==> config.mk <==
export PLATFORM = sky130hd
export DESIGN_NAME = seg_scan_decoder
export DESIGN_NICKNAME = d
export VERILOG_FILES = /design/src/rtl/seg_scan_pkg.sv /design/src/rtl/seg_scan_decoder_glyph.sv /design/src/rtl/seg_scan_decoder.sv
export SDC_FILE = /design/constraint.sdc
export NUM_CORES = 1
export LEC_CHECK = 0
export BUFFER_PORTS_ARGS = -buffer_cell sky130_fd_sc_hd__buf_2
export CAP_MARGIN = 10
export CORE_UTILIZATION = 54
export CTS_BUF_LIST = sky130_fd_sc_hd__clkbuf_16
export CTS_CLUSTER_SIZE = 25
export DETAILED_ROUTE_END_ITERATION = 6
export PLACE_DENSITY = 0.76
export SETUP_SLACK_MARGIN = 0.02
export SLEW_MARGIN = 20
export SYNTH_ARGS = -nofsm -noshare
export SYNTH_HDL_FRONTEND = slang
export SYNTH_SLANG_ARGS = --single-unit
==> constraint.sdc <==
create_clock -name clk -period 4.7 [get_ports clk]
set_input_delay 0.94 -clock clk [delete_from_list [all_inputs] [get_ports clk]]
set_output_delay 0.94 -clock clk [all_outputs]
set_load 0.01 [all_outputs]
==> src/rtl/seg_scan_pkg.sv <==
// Shared constants, state encoding and one-hot helpers for the segment scan decoder.
package seg_scan_pkg;

  localparam int SEG_NUM_DIGITS = 10;

  localparam logic [3:0] GLYPH_P   = 4'hA;
  localparam logic [3:0] GLYPH_C   = 4'hB;
  localparam logic [3:0] GLYPH_BAD = 4'hF;

  // Segment patterns as {a,b,c,d,e,f,g}; dp is not part of the glyph.
  localparam logic [6:0] SEG_0 = 7'b1111110;
  localparam logic [6:0] SEG_1 = 7'b0110000;
  localparam logic [6:0] SEG_2 = 7'b1101101;
  localparam logic [6:0] SEG_3 = 7'b1111001;
  localparam logic [6:0] SEG_4 = 7'b0110011;
  localparam logic [6:0] SEG_5 = 7'b1011011;
  localparam logic [6:0] SEG_6 = 7'b1011111;
  localparam logic [6:0] SEG_7 = 7'b1110000;
  localparam logic [6:0] SEG_8 = 7'b1111111;
  localparam logic [6:0] SEG_9 = 7'b1111011;
  localparam logic [6:0] SEG_P = 7'b1100111;
  localparam logic [6:0] SEG_C = 7'b1001110;

  typedef enum logic [1:0] {
    ST_HUNT    = 2'd0,
    ST_COLLECT = 2'd1,
    ST_EMIT    = 2'd2
  } state_t;

  // Helpers work on a 16-bit view: char_idx is 4 bits, so NUM_DIGITS <= 16.
  function automatic logic [4:0] sel_popcount(input logic [15:0] v);
    logic [4:0] n;
    n = '0;
    for (int unsigned i = 0; i < 16; i++) n = n + 5'(v[i]);
    return n;
  endfunction

  function automatic logic [3:0] sel_index(input logic [15:0] v);
    logic [3:0] idx;
    idx = '0;
    for (int unsigned i = 0; i < 16; i++) if (v[i]) idx = 4'(i);
    return idx;
  endfunction

endpackage

==> src/rtl/seg_scan_decoder_glyph.sv <==
// Combinational 7-segment pattern to glyph code decoder (dp excluded).
module seg_glyph_decode
  import seg_scan_pkg::*;
(
  input  logic [6:0] i_seg,
  output logic [3:0] o_code
);

  always_comb begin
    case (i_seg)
      SEG_0:   o_code = 4'h0;
      SEG_1:   o_code = 4'h1;
      SEG_2:   o_code = 4'h2;
      SEG_3:   o_code = 4'h3;
      SEG_4:   o_code = 4'h4;
      SEG_5:   o_code = 4'h5;
      SEG_6:   o_code = 4'h6;
      SEG_7:   o_code = 4'h7;
      SEG_8:   o_code = 4'h8;
      SEG_9:   o_code = 4'h9;
      SEG_P:   o_code = GLYPH_P;
      SEG_C:   o_code = GLYPH_C;
      default: o_code = GLYPH_BAD;
    endcase
  end

endmodule

==> src/rtl/seg_scan_decoder.sv <==
// Recovers characters from a multiplexed 7-segment scan and streams them per frame.
// Optional macro GLYPH_CHECK_EN: drop frames containing an undecodable glyph.
module seg_scan_decoder
  import seg_scan_pkg::*;
#(
  parameter int NUM_DIGITS = SEG_NUM_DIGITS
) (
  input  logic                  clk,
  input  logic                  rst_n,
  input  logic [NUM_DIGITS-1:0] sel,
  input  logic [7:0]            segm,
  input  logic                  char_ready,
  output logic                  char_valid,
  output logic [3:0]            char_code,
  output logic [3:0]            char_idx,
  output logic                  frame_last,
  output logic                  sync_err,
  output logic [7:0]            frame_cnt
);

  localparam logic [3:0] LAST_POS = 4'(NUM_DIGITS - 1);

  state_t                r_state;
  logic [NUM_DIGITS-1:0] r_sel;
  logic [6:0]            r_segm;
  logic [3:0]            r_last;
  logic [3:0]            r_buf [NUM_DIGITS];
  logic                  r_char_valid;
  logic [3:0]            r_char_code;
  logic [3:0]            r_char_idx;
  logic                  r_frame_last;
  logic                  r_sync_err;
  logic [7:0]            r_frame_cnt;

  logic [15:0] w_sel_ext;
  logic        w_valid;
  logic [3:0]  w_pos;
  logic [3:0]  w_glyph;
  logic        w_store;
  logic        w_err;
  logic        w_finish;
  logic        w_frame_bad;
  logic [3:0]  w_first_code;
  logic        w_unused_dp;

  // dp carries no glyph information and is dropped at the input stage.
  assign w_unused_dp = segm[0];

  assign w_sel_ext = 16'(r_sel);
  assign w_valid   = (sel_popcount(w_sel_ext) == 5'd1);
  assign w_pos     = sel_index(w_sel_ext);

  seg_glyph_decode u_glyph (
    .i_seg  (r_segm),
    .o_code (w_glyph)
  );

  always_comb begin
    w_store = 1'b0;
    w_err   = 1'b0;
    case (r_state)
      ST_HUNT: w_store = w_valid && (w_pos == '0);
      ST_COLLECT: begin
        if (w_valid) begin
          if ((w_pos == r_last + 4'd1) || (w_pos == r_last)) begin
            w_store = 1'b1;
          end else begin
            w_err   = 1'b1;
            w_store = (w_pos == '0);
          end
        end
      end
      default: ;
    endcase
  end

  assign w_finish     = w_store && (w_pos == LAST_POS);
  assign w_first_code = (w_pos == '0) ? w_glyph : r_buf[0];

`ifdef GLYPH_CHECK_EN
  // The sample being stored this cycle is not in r_buf yet, so substitute it.
  always_comb begin
    w_frame_bad = 1'b0;
    for (int unsigned i = 0; i < NUM_DIGITS; i++) begin
      if (((4'(i) == w_pos) ? w_glyph : r_buf[4'(i)]) == GLYPH_BAD) w_frame_bad = 1'b1;
    end
  end
`else
  assign w_frame_bad = 1'b0;
`endif

  always_ff @(posedge clk or negedge rst_n) begin
    if (!rst_n) begin
      r_state      <= ST_HUNT;
      r_sel        <= '0;
      r_segm       <= '0;
      r_last       <= '0;
      r_buf        <= '{default: '0};
      r_char_valid <= 1'b0;
      r_char_code  <= '0;
      r_char_idx   <= '0;
      r_frame_last <= 1'b0;
      r_sync_err   <= 1'b0;
      r_frame_cnt  <= '0;
    end else begin
      r_sel      <= sel;
      r_segm     <= segm[7:1];
      r_sync_err <= w_err || (w_finish && w_frame_bad);
      if (w_store) begin
        r_buf[w_pos] <= w_glyph;
        r_last       <= w_pos;
      end
      case (r_state)
        ST_HUNT, ST_COLLECT: begin
          if (w_finish) begin
            if (w_frame_bad) begin
              r_state <= ST_HUNT;
            end else begin
              r_state      <= ST_EMIT;
              r_char_valid <= 1'b1;
              r_char_code  <= w_first_code;
              r_char_idx   <= '0;
              r_frame_last <= (LAST_POS == '0);
            end
          end else if (w_store) begin
            r_state <= ST_COLLECT;
          end else if (w_err) begin
            r_state <= ST_HUNT;
          end
        end
        ST_EMIT: begin
          if (r_char_valid && char_ready) begin
            if (r_char_idx == LAST_POS) begin
              r_char_valid <= 1'b0;
              r_frame_last <= 1'b0;
              r_frame_cnt  <= r_frame_cnt + 8'd1;
              r_state      <= ST_HUNT;
            end else begin
              r_char_idx   <= r_char_idx + 4'd1;
              r_char_code  <= r_buf[r_char_idx + 4'd1];
              r_frame_last <= ((r_char_idx + 4'd1) == LAST_POS);
            end
          end
        end
        default: r_state <= ST_HUNT;
      endcase
    end
  end

  assign char_valid = r_char_valid;
  assign char_code  = r_char_code;
  assign char_idx   = r_char_idx;
  assign frame_last = r_frame_last;
  assign sync_err   = r_sync_err;
  assign frame_cnt  = r_frame_cnt;

endmodule

==> reports/results.ini <==
[outcome]
outcome = finished clean

[synth]
synth_edf_count = 0
ys.flop_type = dfrtp_1
ys_ff_latch = 82
yosys.cell_types.count = 64
synth.top_cell.area_share = 0.466
ys_seq_area_frac = 0.466
synth_top_area_cell = dfrtp_1
avgSynthCellArea_um2 = 11.7
synthTopCellsByCount = dfrtp_1 (82), mux2_2 (42), nand2_1 (22)
synth.most_common_cell = dfrtp_1
synthArstFlopShare = 1.00
synthesis.area_mm2 = 0.00441
yosysWarnings = 0
syn_inst = 378
synth.area.top_cells = dfrtp_1 (47%), mux2_2 (11%), mux4_2 (4.1%)
synth_fp_nets = 412

[die]
dieArea_mm2 = 0.00852
die_h_um = 92.3
core_mm2 = 0.00781
row_count = 32
ios = 40
die_w_um = 92.3
start_util = 0.564

[cells_and_area]
n_fill_cell = 600
syn2layout_area_growth_pct = 13.9
drive_gt1_frac = 0.315
num_antenna_cells = 0
fin_nets = 452

[worst_setup_path]
critPathKind = reg -> reg
cp_max_fo = 7
worst_setup_path_end_kind = register
timing.rr.start = r_sel[1]
critPathArrivalTime_ns = 4.75
cp.required_ns = 4.92
cp-start-kind = register
cp-startpoint = r_sel[1]

[route]
drc_errors = 0
wl_per_cell_um = 17.6
drtAntennaViolNets = 0
dr_total_vias = 3167
viasPerCell = 6.04
wl_um = 9220
first_iter_violations = 227
first_pass_iters = 6

[sta]
tightestPinTransition_ns = 0.787
fin_crit_sh = 0.964
max_freq_mhz = 221
fin_crit_ns = 4.53
rsz0062_at_grt = no
setup_viol = 0
drv_slew = 0
fin_skew_ns = 0.00463
relSlewSlack = 0.474
worst_slack_ns = 0.171
final_hold_viol_count = 0
fin_setup_tns_ns = 0

[pwr]
power.leakage_nw = 2.36
switching_share = 0.336
pwr-share-seq = 0.409
p_int_mw = 1.34
clkPwrFrac = 0.313
ir_drop_mv = 0.195
switchingPower_mw = 0.675
pwr-share-comb = 0.278
p_per_area_mw_per_mm2 = 401

[placed_design]
gp_congestion = 0.823
port_buffers = 38
detailed_place_hpwl_um = 6380
place_ws_ns = 0.0632

[clock_network]
clk_pin_slew_ns = 0.06
htreeDepth = 3
clkSinkCount = 82
numCtsBuffers = 9
cts_tree = built
insertion_delay_ns = 0.34
clk_path_buf_depth = 2
cts_root_buf = clkbuf_16

[global_route]
grt_pass1_wl_um = 15600
gr-usage-all-layers = 0.238
grt_overflow = 0
grt_max_degree = 83
grt_pass1_vias = 3278
grt_antenna_before_repair = 0

[hold_path]
hp-start = frame_cnt[7]
hold_class = reg -> reg

[job]
maxCapViolations = 0

critical path: stages, from the launching register on:
cell and delay [ns]:
dfrtp_1 0.40, fa_1 0.50, fa_1 0.52, inv_1 0.05, fa_1 0.42, inv_1 0.07
ha_1 0.16, inv_1 0.06, fa_1 0.39, a2111o_1 0.46, a211oi_4 0.27, nand2_1 0.09
or4_1 0.50, nand2_4 0.17, mux2_2 0.35
layout by cell type, fill, tap and decap left out, types with 10 or more instances in the layout:
cell and instances:
dfrtp_1 82, mux2_2 42, buf_2 37, nand2_1 22
nor2_1 20, inv_1 18, nand3_1 14, buf_4 12
a21oi_1 11, mux2i_1 11, xnor2_1 10
timing repair:
item | in CTS | in global routing
setup buffers | 0 | 0
endpoints found under the setup margin | 0 | 26
hold buffers | 0 | 0
resized for setup | 0 | 3
sequential cells by signal (all words and copies together), names as in the netlist:
| name | flops |
|---|---|
| char_idx | 4 |
| sync_err | 1 |
| r_segm | 7 |
| char_code | 4 |
| char_valid | 1 |
| frame_cnt | 8 |
| r_buf | 40 |
| r_last | 4 |
| frame_last | 1 |
| r_state | 2 |
| r_sel | 10 |
layer usage:
layer / track usage / vias up / wire length (µm)
met4: 0.102 / 0 / 206
met1: 0.306 / 1571 / 4060
li1: - / 1450 / -
met3: 0.0501 / 24 / 461
met2: 0.390 / 122 / 4490
met5: 0 / - / 0
cell type report:
type	count	area (µm²)	share of cell area
clock buffer	9	225	0.0449
clock inverter	6	35.0	0.00698
inverter	18	67.6	0.0135
multi-input combinational	257	2220	0.443
sequential	82	2050	0.409
tap	102	128	0.0254
timing repair buffer	50	287	0.0571
path summary, 6_finish.rpt:
path / endpoint / slack [ns] / cells past startpoint
min in group asynchronous: r_sel[4] / 0.62 / 1
max in group asynchronous: r_buf[3] / 3.53 / 1
worst min register to register: frame_cnt[7] / 0.46 / 1
worst min-delay path: frame_cnt[7] / 0.46 / 1
worst max-delay path: char_code[3] / 0.17 / 14
worst max register to register: char_code[3] / 0.17 / 14
metrics by stage:
stage	power (mW)	cells	utilization	cell area, µm²	hold slack (ns)
after CTS	2.01	524	0.640	5000	0.471
after global placement	1.35	509	0.607	4740	0.456
after floorplan	1.20	378	-	4410	0.474
after global routing	2.11	524	0.643	5020	0.485
after detailed placement	1.37	509	0.607	4740	0.463
final	2.01	524	0.643	5020	0.460
cell families after synthesis:
family                   Yosys count  share of synthesized area
buffers and inverters             39                     0.0335
flip-flops                        82                      0.466
AND/OR/NAND/NOR                  104                      0.132
multiplexers                      65                      0.187
AO/OA/AOI/OAI                     60                      0.105
adder cells (fa/ha/maj)           13                     0.0471
XOR/XNOR                          15                     0.0298
power groups by stage:
stage | Clock [mW] | Sequential (mW) | Combinational (mW)
floorplan | 0 | 0.836 | 0.368
global placement | 0 | 0.827 | 0.520
detailed placement | 0 | 0.831 | 0.540
CTS | 0.641 | 0.818 | 0.549
global route | 0.671 | 0.829 | 0.613
finish | 0.630 | 0.822 | 0.558
Power figures use the tool's default switching activity.
